--- config.mk ---
export PLATFORM = sky130hd
export DESIGN_NAME = sap_ureg
export DESIGN_NICKNAME = d
export VERILOG_FILES = /design/src/rtl/sap_pkg.sv /design/src/rtl/sap_ureg_next.sv /design/src/rtl/sap_ureg.sv
export SDC_FILE = /design/constraint.sdc
export NUM_CORES = 1
export LEC_CHECK = 0
export ABC_AREA = 1
export CAP_MARGIN = 10
export CORE_ASPECT_RATIO = 0.7
export CORE_MARGIN = 2
export CORE_UTILIZATION = 40
export DETAILED_ROUTE_END_ITERATION = 10
export GPL_TIMING_DRIVEN = 1
export PLACE_DENSITY = 0.65
export SLEW_MARGIN = 10
export SYNTH_ARGS = -nofsm -noshare
export SYNTH_HDL_FRONTEND = slang
export SYNTH_SLANG_ARGS = --single-unit
--- constraint.sdc ---
create_clock -name clk -period 2.9 [get_ports clk]
set_input_delay 0.29 -clock clk [delete_from_list [all_inputs] [get_ports clk]]
set_output_delay 0.29 -clock clk [all_outputs]
set_load 0.03 [all_outputs]
--- src/rtl/sap_pkg.sv ---
// rtl/sap_pkg.sv - shared SAP mode encodings for the universal register
package sap_pkg;

  localparam int MODE_W = 3;

  localparam logic [MODE_W-1:0] MODE_LOAD = 3'b000;
  localparam logic [MODE_W-1:0] MODE_INC  = 3'b001;
  localparam logic [MODE_W-1:0] MODE_DEC  = 3'b010;
  localparam logic [MODE_W-1:0] MODE_SHL  = 3'b011;
  localparam logic [MODE_W-1:0] MODE_SHR  = 3'b100;
  localparam logic [MODE_W-1:0] MODE_ROL  = 3'b101;
  localparam logic [MODE_W-1:0] MODE_ROR  = 3'b110;
  localparam logic [MODE_W-1:0] MODE_HOLD = 3'b111;

endpackage

--- src/rtl/sap_ureg_next.sv ---
// rtl/sap_ureg_next.sv - next value/carry for the universal register (SAP_UREG_SAT_EN selects saturating INC/DEC)
module sap_ureg_next
  import sap_pkg::*;
#(
  parameter int WIDTH = 8
) (
  input  logic [WIDTH-1:0]  out,
  input  logic              carry,
  input  logic [WIDTH-1:0]  in,
  input  logic              ser_in,
  input  logic [MODE_W-1:0] mode,
  output logic [WIDTH-1:0]  next_out,
  output logic              next_carry
);

  localparam logic [WIDTH:0] ONE = (WIDTH+1)'(1);

  logic [WIDTH:0] inc_sum;
  logic [WIDTH:0] dec_diff;

  // Extra top bit of the widened sum/difference is the carry/borrow.
  assign inc_sum  = {1'b0, out} + ONE;
  assign dec_diff = {1'b0, out} - ONE;

  // Per-mode next state; anything unrecognised (including X) holds.
  always_comb begin
    next_out   = out;
    next_carry = carry;
    case (mode)
      MODE_LOAD: begin
        next_out   = in;
        next_carry = 1'b0;
      end
      MODE_INC: begin
`ifdef SAP_UREG_SAT_EN
        next_out   = inc_sum[WIDTH] ? out : inc_sum[WIDTH-1:0];
`else
        next_out   = inc_sum[WIDTH-1:0];
`endif
        next_carry = inc_sum[WIDTH];
      end
      MODE_DEC: begin
`ifdef SAP_UREG_SAT_EN
        next_out   = dec_diff[WIDTH] ? out : dec_diff[WIDTH-1:0];
`else
        next_out   = dec_diff[WIDTH-1:0];
`endif
        next_carry = dec_diff[WIDTH];
      end
      MODE_SHL: begin
        next_out   = {out[WIDTH-2:0], ser_in};
        next_carry = out[WIDTH-1];
      end
      MODE_SHR: begin
        next_out   = {ser_in, out[WIDTH-1:1]};
        next_carry = out[0];
      end
      MODE_ROL: begin
        next_out   = {out[WIDTH-2:0], out[WIDTH-1]};
        next_carry = out[WIDTH-1];
      end
      MODE_ROR: begin
        next_out   = {out[0], out[WIDTH-1:1]};
        next_carry = out[0];
      end
      default: begin
        next_out   = out;
        next_carry = carry;
      end
    endcase
  end

endmodule

--- src/rtl/sap_ureg.sv ---
// rtl/sap_ureg.sv - SAP universal register top (optional SAP_UREG_SAT_EN: saturating INC/DEC)
module sap_ureg
  import sap_pkg::*;
#(
  parameter int               WIDTH   = 8,
  parameter logic [WIDTH-1:0] RST_VAL = '0
) (
  input  logic              clk,
  input  logic              clr,
  input  logic [WIDTH-1:0]  in,
  input  logic              ser_in,
  input  logic [MODE_W-1:0] mode,
  input  logic              i_en,
  input  logic              o_en,
  output logic [WIDTH-1:0]  out,
  output logic [WIDTH-1:0]  bus_out,
  output logic              carry,
  output logic              zero
);

  localparam logic RST_ZERO = (RST_VAL == '0);

  logic [WIDTH-1:0] next_out;
  logic             next_carry;

  sap_ureg_next #(.WIDTH(WIDTH)) u_next (
    .out        (out),
    .carry      (carry),
    .in         (in),
    .ser_in     (ser_in),
    .mode       (mode),
    .next_out   (next_out),
    .next_carry (next_carry)
  );

  // State register: clr beats i_en, zero tracks the value being written.
  always_ff @(posedge clk) begin
    if (clr) begin
      out   <= RST_VAL;
      carry <= 1'b0;
      zero  <= RST_ZERO;
    end else if (!i_en) begin
      out   <= next_out;
      carry <= next_carry;
      zero  <= (next_out == '0);
    end
  end

  // Bus gate: drive contents only while o_en is low.
  always_comb begin
    bus_out = o_en ? '0 : out;
  end

endmodule
### After elaboration in Yosys (flattened, before gate mapping)

Index checks and enable logic that the tools add are counted.

| operators by class | value |
|---|---|
| $add $sub $neg | 2 |
| bitwise gates (word level) | 1 |
| reductions and logical operators | 6 |
| muxes and demuxes | 3 |
| equality and inequality tests | 6 |

Operators by type and width:

| cell | count |
|---|---|
| $pmux 8 s7 | 1 |
| $add 8x1->9 const B | 1 |
| $eq 3x3->1 const B | 3 |
| $sub 8x1->9 const B | 1 |
| $logic_not 8->1 | 1 |
| $mux 8 | 1 |
| $eq 3x2->1 const B | 2 |
| $pmux 1 s5 | 1 |
| $reduce_bool 5->1 | 1 |
| $reduce_or 2->1 | 2 |
| $eq 3x1->1 const B | 1 |
| $logic_not 3->1 | 1 |
| $reduce_and 2->1 | 1 |
| $not 1->1 | 1 |

| storage, ports and cells | value |
|---|---|
| flip-flop bits (word level) | 10 |
| word-level logic and storage cells | 21 |
| input port bits | 16 |

### Longest topological paths before layout

Gate-level depths: netlist of run 1.

| depth | value |
|---|---|
| word-level depth | 4 |
| gate-level depth with buffers | 13 |

### Modules after synthesis

From an unflattened synthesis of run 1, not the netlist that was laid out.

| unflattened totals | value |
|---|---|
| cells, all modules | 227 |
| area total of the unflattened synthesis | 1203.7 sq um |

By module, submodules not included:

| module | cells each | times used | area each (sq um) |
|---|---|---|---|
| sap_ureg_next | 169 | 1 | 759.5 |
| sap_ureg | 58 | 1 | 444.2 |

### Worst setup path before layout of run 1

No wires, ideal clock.

| timing path | value |
|---|---|
| path kind | register to register |
| start | reg out[1] |
| end | reg zero |
| buffers on the path | 1 |
| period minus slack after synthesis | 1.723 ns |
| slack | 1.177 ns |
| library setup time | 0.115 ns |
| stages on the path, launching flop included | 14 |
| data required time | 2.785 ns |
| data arrival time | 1.608 ns |
| cell sequence | dfxtp_1 -> buf_2 -> inv_1 -> ha_1 -> nand3_1 -> nor2_1 -> nand2_1 -> nand3_1 -> nand3_1 -> nand2_1 -> nand2_1 -> nor2_1 -> nand2_1 -> nand2_1 |

| on the way | value |
|---|---|
| cells in the longest elaborated chain, start to end | 3 |
| elaborated cells between the ends (all ways) | 4 |

RTL lines:

| element | RTL line | source |
|---|---|---|
| start, declared | sap_ureg.sv:15 | `output logic [WIDTH-1:0] out,` |
| start signal, assigned | sap_ureg.sv:43 | `out <= next_out;` |
| $sub 8x1->9 / $add 8x1->9 (equally long branches) | sap_ureg_next.sv:23, sap_ureg_next.sv:22 |  |
| $pmux 8 s7 * | sap_ureg_next.sv:29 | `case (mode)` |
| $logic_not 8->1 * | sap_ureg.sv:45 | `zero <= (next_out == '0);` |
| end signal, assigned | sap_ureg.sv:45 |  |
| end, declared | sap_ureg.sv:18 | `output logic zero` |

Mark *: on every way between the ends. The rest lies on a longest branch, timed or not.
A chain may end at the register's enable or synchronous reset.

### Final worst setup path of run 1

| timing path | value |
|---|---|
| start | reg out[2] |
| end | out bus_out[2] |

| on the way | value |
|---|---|
| cells in the longest elaborated chain, start to end | 1 |

RTL lines:

| element | RTL line | source |
|---|---|---|
| $mux 8 | sap_ureg.sv:51 | `bus_out = o_en ? '0 : out;` |
| end, declared | sap_ureg.sv:16 | `output logic [WIDTH-1:0] bus_out,` |

No other way between the ends.

==> impl_metrics.json, run 1 <==
{
  "drt-total-wl_um": 4100,
  "status": "finished, final reports clean",
  "design.final.nets": 290,
  "slew-limit-headroom": 0.670,
  "critical_path.max_fanout": 12,
  "post_cts.repair.setup_buffers": 0,
  "first_pass_grt_wire_length_um": 6840,
  "die_w_um": 71.2,
  "synthesis.instances": 241,
  "synth_commonest_cells": "sky130_fd_sc_hd__nand2_1 (72), sky130_fd_sc_hd__nor2_1 (44), sky130_fd_sc_hd__nand3_1 (37)",
  "synth-simple-area-share": 0.580,
  "report.final.slew_viol_count": 0,
  "core.rowCount": 17,
  "ios": 34,
  "yosys.area.top_type_share": 0.214,
  "path_clk_slew_ns": 0.05,
  "unrepaired_setup_endpoints_after_global_routing": "no",
  "ys_types": 25,
  "final-seq-area_um2": 200,
  "drc": 0,
  "final_layout_size_suffix_gt1_frac": 0.0741,
  "fin_setup_tns_ns": 0,
  "synth_area_leaders": "sky130_fd_sc_hd__nand2_1 (21%), sky130_fd_sc_hd__dfxtp_1 (16%), sky130_fd_sc_hd__nand3_1 (15%)",
  "yosys_register_bits": 10,
  "ctsRootBufferMaster": "sky130_fd_sc_hd__clkbuf_8",
  "routabilityCongestion": 0.932,
  "grt_antenna_before_repair": 0,
  "cts_made_buffers": 3,
  "max_clock_freq_mhz": 472,
  "synth-adder-area-share": 0.0198,
  "r2r-start": "out[1]$_SDFFE_PP0N_",
  "synth-async-reset-ratio": 0,
  "first_global_vias": 1416,
  "powerDensity_mw_per_mm2": 344,
  "synth-xor-area-share": 0,
  "place.detailed.hpwl_um": 3230,
  "report.final.hold_viol_count": 0,
  "fin_skew_ns": 0.000719,
  "multiInputGateArea_um2": 906,
  "critical_path.startpoint_type": "register",
  "port-buffer-count": 33,
  "vias_per_cell": 5.17,
  "power.leakage_uw": 0.000787,
  "yosys.cell_count.top_type": "sky130_fd_sc_hd__nand2_1",
  "max_slew.worst_pin.slew_ns": 0.493,
  "cts_tree": "built",
  "final_period_minus_worst_setup_slack_ns": 2.12,
  "detailedRoute.firstIterationViolations": 142,
  "gr-total-overflow": 0,
  "peakVddDrop_mv": 0.299,
  "netlist_area_mm2": 0.00126,
  "synth_top_area_cell": "sky130_fd_sc_hd__nand2_1",
  "synth_top_family_by_area": "simple AND/OR/NAND/NOR gates",
  "net_count_after_synthesis": 259,
  "die_area_mm2": 0.00363,
  "postCtsResizedCells": 0,
  "cts.sinks": 10,
  "cp.arrival_ns": 1.83,
  "synth-edff-count": 0,
  "fill_cells": 355,
  "drt-wirelength-per-cell_um": 13.3,
  "ys_warns": 0,
  "drtAntennaViolNets": 0,
  "min_from": "zero$_SDFFE_PP1N_",
  "dr_total_vias": 1593,
  "synth_compound_gate_area_share": 0.117,
  "post_synth_mux_area_share": 0,
  "antenna-diode-count": 0,
  "grt.total_usage": 0.240,
  "floorplan.initialDensity": 0.410,
  "timing.max_cap.violations": 0,
  "grt_max_degree": 15,
  "htreeDepth": 1,
  "die-height_um": 51.0,
  "ctsHoldBuffers": 0,
  "timing.hold.worst.class": "register to register",
  "final_worst_path_setup_slack_ns": 0.782,
  "areaGrowthSynthToFinish_pct": 29.6,
  "worst_setup_path_end_kind": "primary output",
  "syn_area_per_cell_um2": 5.24,
  "drt_pre_antenna_iters": 4,
  "critical_path.startpoint": "out[2]$_SDFFE_PP0N_",
  "synth-seq-area-share": 0.158,
  "core-area_mm2": 0.00308,
  "dpl.cell_count": 305,
  "clk_latency_ns": 0.23,
  "setup_violations": 0,
  "preCtsSetupSlack_ns": 0.603,
  "most_used_dff_post_synth": "sky130_fd_sc_hd__dfxtp_1",
  "cts_max_path_buffers": 2,
  "crit_required_ns": 2.61,
  "instances_no_fill": 308,
  "critical_path_class": "register to primary output",
  "final.period_utilization": 0.730
}
==> kinds of logic (layout without fill, tap and decap cells) <==
family / count (synthesis) / after routing
buffers and inverters: 37 / 66
AO/OA/AOI/OAI: 24 / 24
adder cells (fa/ha/maj): 2 / 2
flip-flops: 10 / 10
AND/OR/NAND/NOR: 168 / 168
==> flip-flops by register name, indices dropped and copies added (netlist names) <==
signal  count
out         8
carry       1
zero        1
==> metrics by stage <==
stage / util / hold slack (ns) / total power [µW] / cell area (µm²)
finish: 0.531 / 0.475 / 563 / 1640
global route: 0.531 / 0.509 / 602 / 1640
CTS: 0.531 / 0.478 / 565 / 1640
detailed placement: 0.518 / 0.461 / 423 / 1600
global placement: 0.518 / 0.462 / 424 / 1600
floorplan: - / 0.359 / 332 / 1260
==> area by class of cell <==
| cell class | instances | area share |
|---|---|---|
| multi-input combinational | 194 | 0.553 |
| inverter | 30 | 0.0688 |
| timing repair buffer | 33 | 0.202 |
| clock buffer | 3 | 0.0252 |
| tap | 38 | 0.0290 |
| sequential | 10 | 0.122 |
==> path summary, 6_finish.rpt <==
path	slack [ns]	end	cells past startpoint
hold reg to reg	0.47	zero$_SDFFE_PP1N_	2
hold / removal	0.47	zero$_SDFFE_PP1N_	2
setup reg to reg	0.99	zero$_SDFFE_PP1N_	11
setup / recovery	0.78	bus_out[2]	3
==> cells in the final DEF (no fill, tap or decap) <==
cell type,n
sky130_fd_sc_hd__a211oi_1,1
sky130_fd_sc_hd__clkbuf_8,3
sky130_fd_sc_hd__nor2_4,2
sky130_fd_sc_hd__nand2_2,1
sky130_fd_sc_hd__nand3_1,37
sky130_fd_sc_hd__nor2_1,44
sky130_fd_sc_hd__inv_1,22
sky130_fd_sc_hd__a31oi_1,2
sky130_fd_sc_hd__dfxtp_1,10
sky130_fd_sc_hd__a21oi_1,6
sky130_fd_sc_hd__nand2_1,72
sky130_fd_sc_hd__nand2_4,1
sky130_fd_sc_hd__nand3_2,1
sky130_fd_sc_hd__ha_1,2
sky130_fd_sc_hd__nand4_1,7
sky130_fd_sc_hd__a211oi_2,1
sky130_fd_sc_hd__o21ai_0,9
sky130_fd_sc_hd__o221ai_1,2
sky130_fd_sc_hd__o211ai_1,2
sky130_fd_sc_hd__clkdlybuf4s50_1,33
sky130_fd_sc_hd__a21boi_0,1
sky130_fd_sc_hd__nor2_2,3
sky130_fd_sc_hd__inv_2,8
==> critical path, stage by stage, from the launching register on <==
cell	delay (ns)
sky130_fd_sc_hd__dfxtp_1	0.60
sky130_fd_sc_hd__inv_1	0.18
sky130_fd_sc_hd__nor2_1	0.14
sky130_fd_sc_hd__clkdlybuf4s50_1	0.68
==> metal layers <==
layer	wire length, µm	track usage	vias to the layer above
met1	2110	0.366	689
met4	35	0.0503	0
met5	0	0	-
li1	-	-	842
met3	364	0.0296	4
met2	1590	0.358	58
==> power by group <==
part           internal, µW  switching (µW)
logic                  92.7             155
clock network          90.5            49.2
registers               149            26.4
Note: power is estimated with default switching activity, not from simulation.
==> inputs of run 2 (changes only) <==
==> constraint.sdc (replaced) <==
create_clock -name clk -period 2.1 [get_ports clk]
set_input_delay 0.21 -clock clk [delete_from_list [all_inputs] [get_ports clk]]
set_output_delay 0.21 -clock clk [all_outputs]
set_load 0.03 [all_outputs]
==> run 2 against run 1 <==
  * Total power rose by 52%
  * Critical path type unchanged
  * Clock power rose by 76%
  * Non-clock buffer count rose by 10
  * Via count rose by 4.4%
  * Routed wire length rose by 3.1%
==> impl_metrics.json, run 2 (synthesized netlist as in run 1, its figures left out) <==
{
  "critPathSlowestCell": "sky130_fd_sc_hd__clkdlybuf4s50_1",
  "instances_no_fill": 319,
  "first_pass_grt_wire_length_um": 7160,
  "worst_setup_path_end_kind": "primary output",
  "report.final.slew_viol_count": 0,
  "vias_per_cell": 5.21,
  "grt.total_usage": 0.251,
  "r2r-start": "out[0]$_SDFFE_PP0N_",
  "largest_reg_flops": 8,
  "final_period_minus_worst_setup_slack_ns": 1.94,
  "final.period_utilization": 0.924,
  "drt-total-wl_um": 4230,
  "ios": 34,
  "layout.cells.most_common": "sky130_fd_sc_hd__nand2_1",
  "die_w_um": 71.2,
  "gr-total-overflow": 0,
  "die_area_mm2": 0.00363,
  "critical_path.startpoint_type": "register",
  "cts.sinks": 10,
  "routabilityCongestion": 0.968,
  "final-seq-area_um2": 201,
  "detailedRoute.firstIterationViolations": 208,
  "drt_pre_antenna_iters": 5,
  "cp.arrival_ns": 1.73,
  "r2r_slack_ns": 0.36,
  "worst_reg_to_reg_path_cell_count": 12,
  "timing.max_cap.violations": 0,
  "worst_hold_path.endpoint": "carry$_SDFFE_PP0P_",
  "powerDensity_mw_per_mm2": 494,
  "reg2reg_to": "zero$_SDFFE_PP1N_",
  "max_clock_freq_mhz": 515,
  "timing.hold.worst.class": "register to register",
  "post_cts.repair.setup_buffers": 0,
  "worst_case_hold_slack_ns": 0.475,
  "setup_violations": 0,
  "fin_skew_ns": 0.00180,
  "cp_cell_sequence": "inv_1 > nor2_1 > clkdlybuf4s50_1",
  "cts_made_buffers": 3,
  "cts_max_path_buffers": 2,
  "areaGrowthSynthToFinish_pct": 36.7,
  "fin_setup_tns_ns": 0,
  "ctsRootBufferMaster": "sky130_fd_sc_hd__clkbuf_8",
  "design.final.nets": 300,
  "status": "finished, final reports clean",
  "layout_common_cells": "sky130_fd_sc_hd__nand2_1 (72), sky130_fd_sc_hd__nor2_1 (44), sky130_fd_sc_hd__nand3_1 (37), sky130_fd_sc_hd__clkdlybuf4s50_1 (33), sky130_fd_sc_hd__inv_1 (22)",
  "largest-register": "out",
  "min_from": "carry$_SDFFE_PP0P_",
  "antenna-diode-count": 0,
  "crit_required_ns": 1.89,
  "htreeDepth": 1,
  "grt_antenna_before_repair": 0,
  "peakVddDrop_mv": 0.348,
  "final_layout_size_suffix_gt1_frac": 0.114,
  "core.rowCount": 17,
  "place.detailed.hpwl_um": 3320,
  "top_regs": "out: 8 flops, carry: 1 flops, zero: 1 flops",
  "port-buffer-count": 33,
  "slew-limit-headroom": 0.784,
  "critical_path_class": "register to primary output",
  "drc": 0,
  "path_clk_slew_ns": 0.05,
  "die-height_um": 51.0,
  "fill_cells": 316,
  "max_slew.worst_pin.slew_ns": 0.323,
  "unrepaired_setup_endpoints_after_global_routing": "no",
  "floorplan.initialDensity": 0.410,
  "dpl.cell_count": 315,
  "power.total_uw": 853,
  "core-area_mm2": 0.00308,
  "clk_latency_ns": 0.24,
  "cts_tree": "built",
  "drt-wirelength-per-cell_um": 13.3,
  "report.final.hold_viol_count": 0,
  "dr_total_vias": 1663,
  "whs_path_depth": 2,
  "first_global_vias": 1434,
  "drtAntennaViolNets": 0,
  "multiInputGateArea_um2": 906,
  "slowest_stage_delay_cp_ns": 0.67,
  "critical_path.max_fanout": 7,
  "grt_max_degree": 14,
  "power.leakage_uw": 0.000844
}
## run 2: cell types whose count changed in the layout (fill, tap and decap cells not counted)
| cell | change |
|---|---|
| sky130_fd_sc_hd__buf_4 | +10 |
| sky130_fd_sc_hd__clkbuf_8 | +1 |
| sky130_fd_sc_hd__dfxtp_1 | -1 |
| sky130_fd_sc_hd__dfxtp_2 | +1 |
## run 2: cell type report
cell class	count	area share
Inverter	30	0.0652
Timing Repair Buffer	43	0.235
Multi-Input combinational cell	194	0.524
Clock buffer	4	0.0319
Tap cell	38	0.0275
Sequential cell	10	0.117
## run 2: worst max-delay path by stage
| stage | from | endpoint | slack [ns] | cells past startpoint |
|---|---|---|---|---|
| 6_report | out[4]$_SDFFE_PP0N_ | bus_out[4] | 0.16 | 3 |
| 3_5_place_dp | mode[0] | zero$_SDFFE_PP1N_ | 0.10 | 14 |
| 3_3_place_gp | mode[0] | zero$_SDFFE_PP1N_ | 0.09 | 14 |
| 5_1_grt | mode[0] | zero$_SDFFE_PP1N_ | 0.1 | 14 |
| 4_1_cts | out[2]$_SDFFE_PP0N_ | bus_out[2] | 0.07 | 3 |
| 2_1_floorplan | out[1]$_SDFFE_PP0N_ | zero$_SDFFE_PP1N_ | 0.38 | 13 |
## run 2: metal layers
| layer | track usage | routed length, µm |
|---|---|---|
| met1 | 0.394 | 2140 |
| met2 | 0.352 | 1610 |
| met3 | 0.0572 | 470 |
| met4 | 0.0283 | 10 |
| met5 | 0 | 0 |
## run 2: stage by stage
stage	util	worst slack (ns)	area, µm²
2_1_floorplan	-	0.377	1260
6_report	0.560	0.159	1730
3_5_place_dp	0.542	0.100	1670
5_1_grt	0.560	0.0972	1730
4_1_cts	0.560	0.0728	1730
3_3_place_gp	0.542	0.0852	1670
## run 2: power by group
group	internal, µW	switching [µW]	leakage (µW)	total [µW]
sequential	206	21.2	0.0000830	227
combinational	144	235	0.000732	379
clock	165	81.7	0.0000288	247
## run 2: critical path: cells and delay by family, from the launching register on
family / cells / cell delay [ns]
buffers and inverters: 2 / 0.88
flip-flops: 1 / 0.47
AND/OR/NAND/NOR: 1 / 0.14
## run 2: what timing repair did
action,in CTS,in global routing
gates resized for setup,0,1
endpoints found under the setup margin,0,1
hold buffers,0,0
==> inputs of run 3 (changes only) <==
--- a/config.mk
+++ b/config.mk
@@ -10,8 +10,10 @@
 export CORE_ASPECT_RATIO = 0.7
 export CORE_MARGIN = 2
 export CORE_UTILIZATION = 40
+export CTS_CLUSTER_SIZE = 12
 export DETAILED_ROUTE_END_ITERATION = 10
 export GPL_TIMING_DRIVEN = 1
+export HOLD_SLACK_MARGIN = 0.05
 export PLACE_DENSITY = 0.65
 export SLEW_MARGIN = 10
 export SYNTH_ARGS = -nofsm -noshare
==> results of run 3 <==
Same layout as run 2: the final DEF is identical, and so are final timing and power.
